[config.mk]
export PLATFORM = sky130hd
export DESIGN_NAME = prg_cnt
export DESIGN_NICKNAME = d
export VERILOG_FILES = /design/src/rtl/prg_cnt.sv
export SDC_FILE = /design/constraint.sdc
export NUM_CORES = 1
export LEC_CHECK = 0
export BUFFER_PORTS_ARGS = -buffer_cell sky130_fd_sc_hd__clkbuf_2
export CAP_MARGIN = 0
export CORE_ASPECT_RATIO = 0.75
export CORE_MARGIN = 2
export CORE_UTILIZATION = 50
export CTS_CLUSTER_DIAMETER = 100
export DETAILED_ROUTE_END_ITERATION = 8
export MAX_ROUTING_LAYER = met4
export PLACE_DENSITY_LB_ADDON = 0.12
export SYNTH_ARGS = -nofsm -noshare
export SYNTH_HDL_FRONTEND = slang
export SYNTH_SLANG_ARGS = --single-unit
export TNS_END_PERCENT = 50
[constraint.sdc]
create_clock -name clk -period 6.6 [get_ports clk]
set_input_delay 1.32 -clock clk [delete_from_list [all_inputs] [get_ports clk]]
set_output_delay 1.32 -clock clk [all_outputs]
set_load 0.02 [all_outputs]
[src/rtl/prg_cnt.sv]
// rtl/prg_cnt.sv - program counter with load, relative branch, stall and optional return stack
// Optional return-address stack compiled in by PRG_CNT_STACK_EN.
module prg_cnt #(
  parameter int WIDTH       = 8,
  parameter int RESET_ADDR  = 0,
  parameter int STEP        = 1,
  parameter int STACK_DEPTH = 4
) (
  input  logic             clk,
  input  logic             rst,
  input  logic             ld,
  input  logic [WIDTH-1:0] ld_add,
  input  logic             stall,
  input  logic             br,
  input  logic [WIDTH-1:0] br_off,
`ifdef PRG_CNT_STACK_EN
  input  logic             call,
  input  logic             ret,
  output logic             stk_empty,
  output logic             stk_full,
  output logic             stk_err,
`endif
  output logic [WIDTH-1:0] add_out,
  output logic             wrap
);

  localparam logic [WIDTH-1:0] RESET_W = WIDTH'(RESET_ADDR);
  localparam logic [WIDTH-1:0] STEP_W  = WIDTH'(STEP);

  logic [WIDTH:0]   inc_sum;
  logic [WIDTH:0]   br_sum;
  logic             br_wrap;
  logic [WIDTH-1:0] pc_nxt;
  logic             wrap_nxt;

  assign inc_sum = {1'b0, add_out} + {1'b0, STEP_W};
  assign br_sum  = {1'b0, add_out} + {1'b0, br_off};
  // A negative offset borrows past zero exactly when the unsigned add produces no carry.
  assign br_wrap = br_off[WIDTH-1] ? ~br_sum[WIDTH] : br_sum[WIDTH];

`ifdef PRG_CNT_STACK_EN
  localparam int SP_W  = $clog2(STACK_DEPTH + 1);
  localparam int IDX_W = (STACK_DEPTH > 1) ? $clog2(STACK_DEPTH) : 1;

  logic [WIDTH-1:0] stack [0:STACK_DEPTH-1];
  logic [SP_W-1:0]  sp;
  logic [SP_W-1:0]  sp_nxt;
  logic             push;
  logic             err_nxt;
  logic             is_empty;
  logic             is_full;

  assign is_empty = (sp == '0);
  assign is_full  = (sp == SP_W'(STACK_DEPTH));
`endif

  always_comb begin
    pc_nxt   = add_out;
    wrap_nxt = 1'b0;
    if (ld) begin
      pc_nxt = ld_add;
    end else if (br) begin
      pc_nxt   = br_sum[WIDTH-1:0];
      wrap_nxt = br_wrap;
    end else if (!stall) begin
      pc_nxt   = inc_sum[WIDTH-1:0];
      wrap_nxt = inc_sum[WIDTH];
    end
`ifdef PRG_CNT_STACK_EN
    sp_nxt  = sp;
    push    = 1'b0;
    err_nxt = 1'b0;
    if (ret) begin
      if (is_empty) begin
        pc_nxt   = inc_sum[WIDTH-1:0];
        wrap_nxt = inc_sum[WIDTH];
        err_nxt  = 1'b1;
      end else begin
        pc_nxt   = stack[IDX_W'(sp - 1'b1)];
        wrap_nxt = 1'b0;
        sp_nxt   = sp - 1'b1;
      end
    end else if (call) begin
      pc_nxt   = ld_add;
      wrap_nxt = 1'b0;
      if (is_full) begin
        err_nxt = 1'b1;
      end else begin
        push   = 1'b1;
        sp_nxt = sp + 1'b1;
      end
    end
`endif
  end

  always_ff @(posedge clk) begin
    if (!rst) begin
      add_out <= RESET_W;
      wrap    <= 1'b0;
    end else begin
      add_out <= pc_nxt;
      wrap    <= wrap_nxt;
    end
  end

`ifdef PRG_CNT_STACK_EN
  always_ff @(posedge clk) begin
    if (!rst) begin
      sp        <= '0;
      stk_empty <= 1'b1;
      stk_full  <= 1'b0;
      stk_err   <= 1'b0;
    end else begin
      sp        <= sp_nxt;
      stk_empty <= (sp_nxt == '0);
      stk_full  <= (sp_nxt == SP_W'(STACK_DEPTH));
      stk_err   <= err_nxt;
    end
  end

  // Entries carry no reset; occupancy is tracked solely by sp.
  always_ff @(posedge clk) begin
    if (rst && push) begin
      stack[IDX_W'(sp)] <= inc_sum[WIDTH-1:0];
    end
  end
`endif

endmodule

==> flow_summary_export.csv <==
group,metric,value,unit
timing,rsz0062_at_grt,"false",
timing,setup_viol,0,
routing,drcViolationCount,0,
timing,finalMaxSlewViolations,0,
synth,synth_top_area_share,20.3,%
synth,syn_area,886,sq um
routing,drt_wl_total,2400,um
routing,viasPerCell,5.98,
synth,syn_nets,146,
min_path,hold_class,"reg -> reg",
finish,n_fill_cell,180,
synth,yosysSeqAreaShare,20.3,%
setup_path,path_delay_family,"compound AO/OA/AOI/OAI gates",
synth,ys.flop_type,"dfxtp_1",
cts,cts_resized,0,
synth,synth.top_cells.by_count,"11 x o21ai_0, 9 x dfxtp_1, 9 x ha_1",
setup_path,crit_type,"in -> reg",
cts,htreeDepth,1,
global_route,grt_pass1_wl,3690,um
setup_path,critPathMaxStageDelay,0.41,ns
floorplan,core,1710,sq um
setup_path,critPathLaunch,"br_off[0]",
routing,routedWlPerCell,14.4,um
cts,post_cts_buffers,0,
finish,area_growth,21.2,%
timing,max_slew_margin,66.8,%
synth,synth.distinct_cells,34,
timing,whs,0.555,ns
global_route,antenna_found_initial,0,
place,place_congestion,0.878,
setup_path,arrival,3.28,ns
cts,cts_tree,"yes",
cts,cts_root_buf,"clkbuf_4",
cts,clk_path_buf_depth,2,
routing,postRouteAntennaNets,0,
place,dp_hpwl,1830,um
setup_path,r2r_start,"add_out[0]$_SDFFE_PN0P_",
synth,yosysWarnings,0,
floorplan,dieArea,2130,sq um
floorplan,fp.dieH,40.5,um
setup_path,start_kind,"primary input",
timing,fin_crit_sh,46.4,%
cts,numCtsBuffers,3,
job,maxCapViolCount,0,
synth,synth_top_cell_by_area,"dfxtp_1",
place,place_ws,3.27,ns
timing,fin_skew,0.00169,ns
finish,multi_input_area,676,sq um
floorplan,start_util,51.9,%
synth,syn_inst,115,
finish,regArea,180,sq um
timing,hold_viol,0,
cts,clk_pin_slew,0.07,ns
routing,via_count,999,
timing,fin_ws,3.53,ns
setup_path,worstPathMaxFanout,3,
timing,setup-tns-final,0,ns
global_route,grt_max_degree,16,
synth,yosys-top-cells-area,"dfxtp_1 20%, ha_1 13%, o21ai_0 6.2%",
pwr,p_leak,0.495,nW
global_route,grt_pass1_vias,810,
global_route,track_usage,25.5,%
cts,cts_num_sinks,9,
synth,synth.most_common_cell,"o21ai_0",
finish,finish.net_count,177,
status,status,"completed",
setup_path,crit_path_top_delay_cell,"fa_1",
place,port_buffers,29,
routing,first_pass_iters,4,
timing,fmax,326,MHz
floorplan,die_w,52.6,um
synth,syn_area_per_cell,7.70,sq um
floorplan,ios,30,
routing,drtIter0Drc,26,
setup_path,critPathBufInv,2,
finish,diodes,0,
floorplan,std_cell_rows,13,
global_route,grt-ovfl-total,0,
min_path,min-delay-start,"add_out[7]$_SDFFE_PN0P_",
synth,synth-edff-count,0,
setup_path,crit_path_cell_trace,"clkbuf_2 > ha_1 > inv_1 > fa_1 > nand2b_1 > a21oi_2 > o22ai_1 > xor2_1 > a2111oi_1 > o21a_1",
pwr,vdd_drop_max,133,uV
timing,worst_slew_pin_slew,0.495,ns
pwr,p_per_area,173,nW/um^2
finish,drive_above_1_share,24.1,%
cts,cts_hold_buf,0,
synth,async_flop_share,0,%
setup_path,cp-end-kind,"register",
setup_path,required,6.81,ns
synth,ys_ff_latch,9,
timing,min_period,3.07,ns
cts,worst_skew_pair.late_latency,0.26,ns
layout make-up:
class                           count  area share [%]
Timing Repair Buffer               29            13.5
Tap cell                           22            2.56
Clock buffer                        4            2.45
Inverter                            5            1.75
Multi-Input combinational cell     98            62.9
Sequential cell                     9            16.8
per-layer routing:
| layer | GRT usage [%] | wire length, um | vias up |
|---|---|---|---|
| met5 | - | 0 | - |
| met4 | 5.77 | 33 | 0 |
| met3 | 7.09 | 182 | 4 |
| met2 | 43.1 | 1110 | 44 |
| met1 | 30.8 | 1080 | 462 |
| li1 | - | - | 489 |
metrics by stage:
stage / util, % / instance area [sq um] / instances / power [mW]
detailed placement: 61.3 / 1050 / 163 / 0.141
finish: 62.9 / 1070 / 167 / 0.186
CTS: 62.9 / 1070 / 167 / 0.186
floorplan: - / 886 / 115 / 0.118
global route: 62.9 / 1070 / 167 / 0.198
global placement: 61.3 / 1050 / 163 / 0.138
report_power, final:
part / internal [mW] / leakage, nW / switching [mW]
combinational: 0.0334 / 0.406 / 0.0414
clock: 0.0234 / 0.0150 / 0.0218
sequential: 0.0590 / 0.0747 / 0.00699
sequential cells by signal, indices dropped and copies added (netlist names):
register  count
add_out       8
wrap          1
final timing paths:
path / cells after the start / end / slack (ns)
hold reg to reg: 2 / wrap$_SDFF_PP0_ / 0.56
setup reg to reg: 9 / add_out[6]$_SDFFE_PN0P_ / 4.18
setup / recovery: 10 / add_out[6]$_SDFFE_PN0P_ / 3.53
hold / removal: 2 / wrap$_SDFF_PP0_ / 0.56
placed cells by master, fill, tap and decap left out, types with 2 or more instances in the layout:
master / count
and3_1: 2
clkbuf_2: 29
inv_1: 5
nor2_1: 4
ha_1: 9
a21oi_1: 5
dfxtp_1: 9
o21ai_0: 11
o21a_1: 2
a21o_1: 2
nor3_1: 6
clkbuf_4: 3
nor2b_1: 7
xnor2_1: 4
nand3_1: 6
nand2b_1: 4
a211oi_1: 4
nand2_1: 6
o21ai_1: 2
xor2_1: 5
a31oi_1: 5
worst reg2reg max path: stages (launching register included):
cell and delay [ns]:
dfxtp_1 0.44, ha_1 0.25, inv_1 0.08, fa_1 0.41, nand2b_1 0.21, a21oi_2 0.18
o22ai_1 0.11, xor2_1 0.15, a2111oi_1 0.38, o21a_1 0.16
kinds of logic (layout without fill, tap and decap cells):
| kind of cell | count (synthesis) | after routing | synth area share, % |
|---|---|---|---|
| adders and majority gates | 10 | 10 | 15.0 |
| and+or+nand+nor | 42 | 42 | 25.7 |
| xor gates and xnor gates | 9 | 9 | 8.90 |
| AOI/OAI and AO/OA | 37 | 37 | 26.7 |
| buffers and inverters | 8 | 38 | 3.39 |
| DFF | 9 | 9 | 20.3 |
Note: power is estimated with default switching activity, not from simulation.
